<file path="src/rtl/mem_access_unit_if.sv">
// Data-memory req/ack bus between the MEM-stage access unit (master) and data memory (slave).
interface mem_access_unit_if #(
  parameter int DATA_W = 32
);
  logic              mem_req;
  logic              mem_we;
  logic [DATA_W-1:0] mem_addr;
  logic [3:0]        mem_be;
  logic [DATA_W-1:0] mem_wdata;
  logic              mem_ack;
  logic [DATA_W-1:0] mem_rdata;

  modport master (
    output mem_req, mem_we, mem_addr, mem_be, mem_wdata,
    input  mem_ack, mem_rdata
  );

  modport slave (
    input  mem_req, mem_we, mem_addr, mem_be, mem_wdata,
    output mem_ack, mem_rdata
  );
endinterface

</file>
<file path="src/rtl/mem_access_unit.sv">
// MEM-stage data-memory access controller: req/ack bus sequencing, byte lanes, load extension, pipeline hold.
// Optional MEM_ALIGN_CHECK_EN: flag misaligned half/word accesses instead of masking the low address bits.
module mem_access_unit #(
  parameter int DATA_W = 32,
  parameter int OPC_W  = 6
) (
  input  logic              clk,
  input  logic              rst,
  input  logic [DATA_W-1:0] addr_MEM,
  input  logic [DATA_W-1:0] rdata_2_MEM,
  input  logic              ReadMem_MEM,
  input  logic              WriteMem_MEM,
  input  logic              MemOrAlu_MEM,
  input  logic              WriteReg_MEM,
  input  logic [OPC_W-1:0]  opcode_MEM,
  input  logic [4:0]        target_MEM,
  mem_access_unit_if.master bus,
  output logic              stall_req,
  output logic [DATA_W-1:0] result_WB,
  output logic [4:0]        target_WB,
  output logic              WriteReg_WB,
  output logic              addr_err
);

  localparam logic [OPC_W-1:0] OP_LB  = OPC_W'(6'h20);
  localparam logic [OPC_W-1:0] OP_LH  = OPC_W'(6'h21);
  localparam logic [OPC_W-1:0] OP_LBU = OPC_W'(6'h24);
  localparam logic [OPC_W-1:0] OP_LHU = OPC_W'(6'h25);
  localparam logic [OPC_W-1:0] OP_SB  = OPC_W'(6'h28);
  localparam logic [OPC_W-1:0] OP_SH  = OPC_W'(6'h29);

  typedef enum logic [1:0] {IDLE, REQ, DONE} state_t;

  state_t            state, state_nxt;
  logic [DATA_W-1:0] rdata_q;
  logic              mem_op;
  logic              is_write;
  logic [3:0]        store_be;
  logic [DATA_W-1:0] store_data;
  logic [7:0]        byte_sel;
  logic [15:0]       half_sel;
  logic [DATA_W-1:0] load_data;

  assign mem_op   = ReadMem_MEM | WriteMem_MEM;
  // Read wins when both controls are set.
  assign is_write = WriteMem_MEM & ~ReadMem_MEM;

`ifdef MEM_ALIGN_CHECK_EN
  localparam logic [OPC_W-1:0] OP_LW = OPC_W'(6'h23);
  localparam logic [OPC_W-1:0] OP_SW = OPC_W'(6'h2B);

  logic misaligned;

  always_comb begin
    misaligned = 1'b0;
    case (opcode_MEM)
      OP_LH, OP_LHU, OP_SH: misaligned = addr_MEM[0];
      OP_LW, OP_SW:         misaligned = |addr_MEM[1:0];
      default:              misaligned = 1'b0;
    endcase
  end

  assign addr_err = rst & (state == IDLE) & mem_op & misaligned;
`else
  assign addr_err = 1'b0;
`endif

  always_ff @(posedge clk or negedge rst) begin
    if (!rst) begin
      state   <= IDLE;
      rdata_q <= '0;
    end else begin
      state <= state_nxt;
      if (state == REQ && bus.mem_ack) rdata_q <= bus.mem_rdata;
    end
  end

  always_comb begin
    state_nxt = state;
    case (state)
      IDLE:    if (mem_op && !addr_err) state_nxt = REQ;
      REQ:     if (bus.mem_ack) state_nxt = DONE;
      DONE:    state_nxt = IDLE;
      default: state_nxt = IDLE;
    endcase
  end

  always_comb begin
    store_be   = 4'b1111;
    store_data = rdata_2_MEM;
    case (opcode_MEM)
      OP_SB: begin
        store_be   = 4'b0001 << addr_MEM[1:0];
        store_data = {(DATA_W/8){rdata_2_MEM[7:0]}};
      end
      OP_SH: begin
        store_be   = addr_MEM[1] ? 4'b1100 : 4'b0011;
        store_data = {(DATA_W/16){rdata_2_MEM[15:0]}};
      end
      default: ;
    endcase
  end

  // Bus fields follow the EX/MEM inputs directly; the stall keeps them frozen until ack.
  assign bus.mem_req   = (state == REQ);
  assign bus.mem_we    = (state == REQ) & is_write;
  assign bus.mem_be    = (state == REQ) ? (is_write ? store_be : 4'b1111) : 4'b0000;
  assign bus.mem_addr  = {addr_MEM[DATA_W-1:2], 2'b00};
  assign bus.mem_wdata = store_data;

  always_comb begin
    byte_sel = rdata_q[{addr_MEM[1:0], 3'b000} +: 8];
    half_sel = rdata_q[{addr_MEM[1], 4'b0000} +: 16];
    case (opcode_MEM)
      OP_LB:   load_data = {{(DATA_W-8){byte_sel[7]}}, byte_sel};
      OP_LBU:  load_data = {{(DATA_W-8){1'b0}}, byte_sel};
      OP_LH:   load_data = {{(DATA_W-16){half_sel[15]}}, half_sel};
      OP_LHU:  load_data = {{(DATA_W-16){1'b0}}, half_sel};
      default: load_data = rdata_q;
    endcase
  end

  // Gated by rst so the hold drops the instant reset is asserted, even with a memory op still presented.
  assign stall_req   = rst & (((state == IDLE) & mem_op & ~addr_err) | (state == REQ));
  assign result_WB   = MemOrAlu_MEM ? (addr_err ? '0 : load_data) : addr_MEM;
  assign target_WB   = target_MEM;
  assign WriteReg_WB = WriteReg_MEM & ~addr_err;

endmodule

</file>
<file path="src/flat_wrapper.sv">
// flat-port wrapper written by rule: the top's interface ports become plain ports
module mem_access_unit_flat 
#(
  parameter int DATA_W = 32,
  parameter int OPC_W  = 6
)
  (clk, rst, addr_MEM, rdata_2_MEM, ReadMem_MEM, WriteMem_MEM, MemOrAlu_MEM, WriteReg_MEM, opcode_MEM, target_MEM, stall_req, result_WB, target_WB, WriteReg_WB, addr_err, bus_mem_req, bus_mem_we, bus_mem_addr, bus_mem_be, bus_mem_wdata, bus_mem_ack, bus_mem_rdata);
  mem_access_unit_if #(.DATA_W(DATA_W)) bus_i ();
  input  logic clk;
  input  logic rst;
  input  logic [DATA_W-1:0] addr_MEM;
  input  logic [DATA_W-1:0] rdata_2_MEM;
  input  logic ReadMem_MEM;
  input  logic WriteMem_MEM;
  input  logic MemOrAlu_MEM;
  input  logic WriteReg_MEM;
  input  logic [OPC_W-1:0] opcode_MEM;
  input  logic [4:0] target_MEM;
  output logic stall_req;
  output logic [DATA_W-1:0] result_WB;
  output logic [4:0] target_WB;
  output logic WriteReg_WB;
  output logic addr_err;
  output wire logic [$bits(bus_i.mem_req)-1:0] bus_mem_req;
  output wire logic [$bits(bus_i.mem_we)-1:0] bus_mem_we;
  output wire logic [$bits(bus_i.mem_addr)-1:0] bus_mem_addr;
  output wire logic [$bits(bus_i.mem_be)-1:0] bus_mem_be;
  output wire logic [$bits(bus_i.mem_wdata)-1:0] bus_mem_wdata;
  input wire logic [$bits(bus_i.mem_ack)-1:0] bus_mem_ack;
  input wire logic [$bits(bus_i.mem_rdata)-1:0] bus_mem_rdata;
  assign bus_mem_req = bus_i.mem_req;
  assign bus_mem_we = bus_i.mem_we;
  assign bus_mem_addr = bus_i.mem_addr;
  assign bus_mem_be = bus_i.mem_be;
  assign bus_mem_wdata = bus_i.mem_wdata;
  assign bus_i.mem_ack = bus_mem_ack;
  assign bus_i.mem_rdata = bus_mem_rdata;
  mem_access_unit #(.DATA_W(DATA_W), .OPC_W(OPC_W)) u_core (.clk(clk), .rst(rst), .addr_MEM(addr_MEM), .rdata_2_MEM(rdata_2_MEM), .ReadMem_MEM(ReadMem_MEM), .WriteMem_MEM(WriteMem_MEM), .MemOrAlu_MEM(MemOrAlu_MEM), .WriteReg_MEM(WriteReg_MEM), .opcode_MEM(opcode_MEM), .target_MEM(target_MEM), .bus(bus_i), .stall_req(stall_req), .result_WB(result_WB), .target_WB(target_WB), .WriteReg_WB(WriteReg_WB), .addr_err(addr_err));
endmodule
</file>
<file path="config.mk">
export PLATFORM = sky130hd
export DESIGN_NAME = mem_access_unit_flat
export DESIGN_NICKNAME = d
export VERILOG_FILES = /design/src/rtl/mem_access_unit_if.sv /design/src/rtl/mem_access_unit.sv /design/src/flat_wrapper.sv
export SDC_FILE = /design/constraint.sdc
export NUM_CORES = 1
export LEC_CHECK = 0
export CAP_MARGIN = 20
export CORE_UTILIZATION = 25
export DETAILED_ROUTE_END_ITERATION = 10
export GPL_ROUTABILITY_DRIVEN = 1
export PLACE_DENSITY_LB_ADDON = 0.1
export SYNTH_ARGS = -nofsm -noshare
export SYNTH_HDL_FRONTEND = slang
export SYNTH_SLANG_ARGS = --single-unit
</file>
<file path="constraint.sdc">
create_clock -name clk -period 2.37 [get_ports clk]
set_input_delay 0.5925 -clock clk [delete_from_list [all_inputs] [get_ports clk]]
set_output_delay 0.5925 -clock clk [all_outputs]
set_load 0.01 [all_outputs]
</file>
==> parameters.txt, run 1 <==
Parameter                              Value

Status
  Outcome ... finished, violations left
  Violations in the final reports ... setup timing

GRT
  Via count of the first global-routing pass ... approximately 3500
  Number of antenna violations at the first check in global routing ... 0
  Wire length of the first global-routing pass ... approximately 20000 um
  Grt total ovfl ... 0
  Global router's overall resource usage ... 0.1959
  Largest net degree at the start of global routing ... 35

Place
  Placed cell count ... between 600 and 700
  Count of buffers from port buffering ... 208
  Placed wire-length estimate after detailed placement ... about 9000 um
  Placed cell areas ... approximately 5300 sq um
  Final Wtd Congestion ... 0.8279

Pwr
  Part of the power in combinational logic ... 0.527
  Power Internal ... 2.369 mW
  Sw Ratio ... 0.3673
  Leak ... ~2.6 nW
  Largest vdd supply drop ... approximately 0.30 mV
  Final Total Pwr ... between 3 and 4 mW
  Power per Cell Area ... approximately 620 nW/um^2
  Clock network fraction of total power ... 0.169
  Part of the power in registers ... 0.303
  Net switching power ... 1.375 mW

Detailed routing
  Remaining routing DRC violations ... 0
  Routed via count ... approximately 3300
  DRT Pass-1 Iters ... 4
  Final ANT Viol Nets ... 0
  Routed length per placed instance ... roughly 17 um
  DR iter-0 viols ... 72
  Number of vias per cell ... roughly 4.5
  Final Routed Wirelength ... approximately 13000 um

Finish
  Post-layout instance count excluding filler cells ... 734
  Fillcell total ... between 1000 and 1500
  Layout cell share with drive strength beyond 1 ... 0.4859
  Area growth from synthesis to layout ... 88.52%
  Total Nets Final ... 680
  Fraction of the core area covered by cells at the end of the flow ... 0.4914
  Final design area excluding fillers ... 6001 sq um
  Inserted Diodes ... 0

Clock network
  Clock tree buffer depth ... 2
  Htree depth ... 2
  Number of buffers created by CTS ... 5
  Clock tree sinks ... 34
  Root Buffer Master ... clkbuf_16
  Clock slew at reported path FFs ... around 50 ps
  TritonCTS clock tree ... done
  Clock latency of the later-clocked register in the worst-skew pair ... 280 ps

Setup path
  Critical path data arrival time ... 1970 ps
  Critical Path Source Type ... input pin
  CP max FO ... 8
  Required time of the critical path ... ~1800 ps
  Setup CP Type ... input pin to primary output
  Worst setup EP type ... primary output

Yosys
  Mapped Area ... roughly 3200 sq um
  Distinct cells, synth ... between 40 and 50
  Most instantiated flip-flop cell in the synthesis netlist ... dfrtp_1
  Async set-reset flop share out of synthesis ... 1.000
  Count of flip-flops with a built-in enable after synthesis ... 0
  Proportion of synthesized chip area in sequential cells ... 0.2673
  Cell count after synthesis ... approximately 350
  Ys Warns ... 0
  Yosys reg bits ... 34
  Mapped Avg Cell Area ... between 9 and 10 sq um

Die
  Initial core utilization ... 0.2607
  Core Box Area ... 12210 sq um
  Die area ... 13190 sq um
  FP Rows ... 40
  Die width ... between 100 and 150 um
  Chip height ... between 100 and 150 um
  Count of pins on the block boundary ... 224

STA
  Final Max Slew Viols ... 0
  Crit path setup slack, layout ... -190.1 ps
  Final Hold Violating Endpoints ... 0
  Share of the clock period used by the worst path ... 1.080
  Unrepaired setup endpoints after global routing ... yes
  Final number of setup-violating endpoints ... between 50 and 60
  Clock Skew ... about 5 ps
  Clock period minus worst slack ... ~2600 ps
  Achievable clock frequency ... 390.6 MHz

Hold path
  Type of the worst min-delay path ... input pin to asynchronous set/reset pin

Run
  Max_cap viols ... 0
-- critical path, stage by stage --
cell and delay, ps:
buf_6 100, nor4b_4 280, buf_4 140, and2b_2 170, a31oi_4 120, clkbuf_16 200, buf_4 130, a21oi_2 90
buf_2 140
-- cells by family after synthesis --
family,Yosys count,share of synthesized area
AO/OA/AOI/OAI,55,0.1285
buffers and inverters,74,0.1596
flip-flops,34,0.2673
multiplexers,72,0.2791
other,1,0.001178
AND/OR/NAND/NOR,112,0.1643
-- power groups by stage --
| stage | combinational (mW) | sequential, mW | clock [mW] |
|---|---|---|---|
| 6_report | 1.97 | 1.14 | 0.634 |
| 5_1_grt | 2.11 | 1.18 | 0.675 |
| 4_1_cts | 1.88 | 1.12 | 0.649 |
| 3_5_place_dp | 1.87 | 1.13 | 0 |
| 3_3_place_gp | 1.86 | 1.11 | 0 |
| 2_1_floorplan | 1.04 | 1.04 | 0 |
-- synth_stat cells, drive strengths merged, types with 2 or more instances --
library cell / instances / area, sq um
clkbuf: 7 / 26.28
a221oi: 7 / 80.07
a41oi: 2 / 17.52
nor4b: 2 / 47.55
a21oi: 22 / 121.4
inv: 5 / 18.77
mux2i: 11 / 122.6
mux4: 6 / 135.1
mux2: 55 / 630.6
nor2: 42 / 157.7
nand4: 2 / 12.51
dfrtp: 34 / 850.8
nand2: 51 / 196.4
nor2b: 2 / 20.02
nand2b: 5 / 31.28
a31oi: 7 / 58.81
nor3: 3 / 15.01
buf: 62 / 462.9
o21ai: 11 / 55.05
-- cells in the final DEF (no fill, tap or decap), drive strengths merged --
cell type      netlist  layout
o21ai               11      11
nor4b                2       2
nand4                2       2
a211oi               1       1
clkbuf               7       7
or4b                 1       1
mux2                55      55
mux2i               11      11
a221oi               7       7
a31oi                7       7
a21oi               22      22
and2b                1       1
mux4                 6       6
nand2b               5       5
nand3                1       1
clkdlybuf4s50        0     135
conb                 1       3
o21bai               1       1
or2                  1       1
nor2b                2       2
nor3b                1       1
nor3                 3       3
a41oi                2       2
dlymetal6s2s         0       1
dlygate4sd2          0       2
nor2                42      42
inv                  5       5
a22oi                1       1
clkinvlp             0       1
o221a                1       1
nand2               51      51
buf                 62     139
o32ai                1       1
a211o                1       1
dfrtp               34      34
-- timing repair --
item,CTS,global route
pin swaps,29,19
hold buffers,0,0
buffers inserted,29,4
hold endpoints to repair,0,0
cloned,5,0
endpoints found under the setup margin,62,61
resized for setup,388,36
-- layout make-up --
class | count | area (sq um) | share of cell area
Inverter | 5 | 18.77 | 0.003128
Multi-Input combinational cell | 242 | 2123 | 0.3538
Clock buffer | 6 | 128.9 | 0.02148
Timing Repair Buffer | 278 | 2661 | 0.4435
Clock inverter | 1 | 7.507 | 0.001251
Tap cell | 168 | 210.2 | 0.03503
Sequential cell | 34 | 850.8 | 0.1418
-- registers in the layout (all words and copies together), names as in the netlist --
| register | flops |
|---|---|
| u_core.state | 2 |
| u_core.rdata_q | 32 |
-- per-layer routing --
metal	track usage	vias up	part of all wire	wire, um
li1	-	1605	-	-
met1	0.2585	1616	0.45	5699
met4	0.05108	0	0.012	159
met5	0	-	0	0
met2	0.3289	105	0.49	6326
met3	0.03690	13	0.047	599
-- final timing paths --
check,start,to,slack [ps],depth (start not counted)
max in group asynchronous,rst,u_core.rdata_q[7]$_DFFE_PN0P_,1620,2
hold / removal,rst,u_core.rdata_q[5]$_DFFE_PN0P_,410,2
min in group clk,u_core.state[1]$_DFFE_PN0P_,u_core.state[0]$_DFFE_PN0P_,450,1
setup reg to reg,u_core.state[1]$_DFFE_PN0P_,u_core.rdata_q[15]$_DFFE_PN0P_,770,5
setup / recovery,opcode_MEM[2],result_WB[25],-190,9
hold reg to reg,u_core.state[1]$_DFFE_PN0P_,u_core.state[0]$_DFFE_PN0P_,450,1
-- per-stage QoR --
step           TNS [ps]  hold WS (ps)  setup WS, ps
6_report          -4614         408.6        -190.1
4_1_cts           -5419         446.1        -225.1
3_5_place_dp     -53750         440.5         -1013
3_3_place_gp     -53160         427.6         -1003
5_1_grt           -7494         449.9        -263.9
2_1_floorplan         0         296.9         35.98
(Power assumes the default switching activity.)
==> run 2: changes to the inputs <==
TNS_END_PERCENT = 10   (was unset)
==> run 2 against run 1 <==
The run still ends with setup timing left. Flip-flop and latch count unchanged. Clock power about the same. Final cell count shrank 1.2%. Clock-buffer cell count is the same.
==> parameters.txt, run 2 (synthesis gave the netlist of run 1 again) <==
Parameter                              Value

Status
  Outcome ... finished, violations left
  Violations in the final reports ... setup timing

Clock network
  Clock slew at reported path FFs ... roughly 50 ps
  Htree depth ... 2
  Number of buffers created by CTS ... 5
  Clock tree buffer depth ... 2
  Clock tree sinks ... 34
  TritonCTS clock tree ... done
  Clock latency of the later-clocked register in the worst-skew pair ... ~280 ps
  Root Buffer Master ... clkbuf_16

Setup path
  Required time of the critical path ... about 1800 ps
  Reg2reg path depth ... 5
  Worst flop-to-flop path startpoint ... u_core.state[1]$_DFFE_PN0P_
  Worst setup EP type ... primary output
  Critical path data arrival time ... 1970 ps
  Critical Path Source Type ... input pin
  Slack of the worst reg-to-reg path ... 850 ps
  CP max FO ... 8
  FF-to-FF End ... u_core.rdata_q[15]$_DFFE_PN0P_
  Setup CP Type ... input pin to primary output

GRT
  Largest net degree at the start of global routing ... 35
  Grt total ovfl ... 0
  Via count of the first global-routing pass ... approximately 3500
  Global router's overall resource usage ... 0.1937
  Wire length of the first global-routing pass ... roughly 19000 um
  Number of antenna violations at the first check in global routing ... 0

Finish
  Post-layout instance count excluding filler cells ... just over 700
  Total Nets Final ... around 670
  Commonest cells after routing, fill and taps aside ... clkdlybuf4s50_1 (135), mux2_2 (52), buf_2 (49), nand2_1 (43), nor2_1 (41)
  Area growth from synthesis to layout ... 82.04%
  Layout cell share with drive strength beyond 1 ... 0.4470
  Inserted Diodes ... 0
  Most common cell after layout, fill and taps aside ... clkdlybuf4s50_1
  Final design area excluding fillers ... approximately 5800 sq um
  Largest registers in the final layout ... u_core.rdata_q x32, u_core.state x2
  Max reg flops ... 32
  Fraction of the core area covered by cells at the end of the flow ... 0.4745
  Reg with most FFs ... u_core.rdata_q

Place
  Final Wtd Congestion ... around 0.83
  Worst-case setup slack after placement ... -1013 ps
  Count of buffers from port buffering ... between 200 and 250
  Placed cell count ... approximately 700
  Placed wire-length estimate after detailed placement ... around 9100 um
  Placed cell areas ... 5344 sq um

STA
  Achievable clock frequency ... ~400 MHz
  Clock period minus worst slack ... approximately 2600 ps
  Clock Skew ... 4.466 ps
  Final Hold Violating Endpoints ... 0
  Final number of setup-violating endpoints ... 47
  Unrepaired setup endpoints after global routing ... yes
  Final-layout worst hold slack ... ~410 ps
  Final Max Slew Viols ... 0
  Crit path setup slack, layout ... -192.2 ps
  Share of the clock period used by the worst path ... 1.081
  Accumulated negative setup slack ... -2945 ps

Detailed routing
  DRT Pass-1 Iters ... 4
  Remaining routing DRC violations ... 0
  Routed length per placed instance ... 17.38 um
  Number of vias per cell ... 4.601
  Final Routed Wirelength ... 12600 um
  Final ANT Viol Nets ... 0
  DR iter-0 viols ... a little under 90
  Routed via count ... between 3000 and 4000

Pwr
  Largest vdd supply drop ... just under 0.3 mV
  Power per Cell Area ... 629.4 nW/um^2
  Leak ... 2.539 nW
  Final Total Pwr ... 3.647 mW

Die
  Die area ... between 10000 and 15000 sq um
  Core Box Area ... ~12000 sq um
  Count of pins on the block boundary ... approximately 220
  Die width ... 114.8 um
  FP Rows ... 40
  Chip height ... approximately 110 um
  Initial core utilization ... 0.2607

Run
  Max_cap viols ... 0

Hold path
  Type of the worst min-delay path ... input pin to asynchronous set/reset pin
-- run 2: worst max-delay path by stage --
stage / from / end / slack (ps) / cells past startpoint
3_3_place_gp: opcode_MEM[0] / result_WB[16] / -1000 / 8
3_5_place_dp: addr_MEM[0] / result_WB[8] / -1010 / 7
4_1_cts: addr_MEM[0] / result_WB[26] / -250 / 8
6_report: opcode_MEM[2] / result_WB[17] / -190 / 9
5_1_grt: opcode_MEM[2] / result_WB[17] / -260 / 9
2_1_floorplan: addr_MEM[1] / result_WB[10] / 40 / 5
-- run 2: final cells by class --
type                            instances  area, sq um
Clock inverter                          1        7.507
Fill cell                            1243         6417
Inverter                                5        18.77
Timing Repair Buffer                  269         2556
Tap cell                              168        210.2
Clock buffer                            6        128.9
Sequential cell                        34        850.8
Multi-Input combinational cell        242         2022
-- run 2: critical path, cell delays in order --
cell and delay, ps:
buf_6 100, nor4b_4 270, buf_4 140, and2b_2 170
a31oi_4 130, buf_16 190, buf_6 110, a21oi_2 120
buf_2 140
-- run 2: what timing repair did --
action | CTS | global route
resized for setup | 359 | 22
cloned | 5 | 0
endpoints found under the hold margin | 0 | 0
setup buffers | 18 | 2
setup endpoints to repair | 62 | 61
pin swaps | 20 | 13
hold buffers | 0 | 0
-- run 2: power breakdown --
group | internal [mW] | switching, mW
logic | 1.08 | 0.806
clock network | 0.384 | 0.247
registers | 0.857 | 0.269
-- run 2: routing by layer --
layer  track usage  vias up  part of all wire
met1        0.2572     1608              0.45
met3       0.03690       17             0.050
li1              -     1596                 -
met4       0.05541        0             0.015
met2        0.3204      115              0.49
met5             0        -                 0
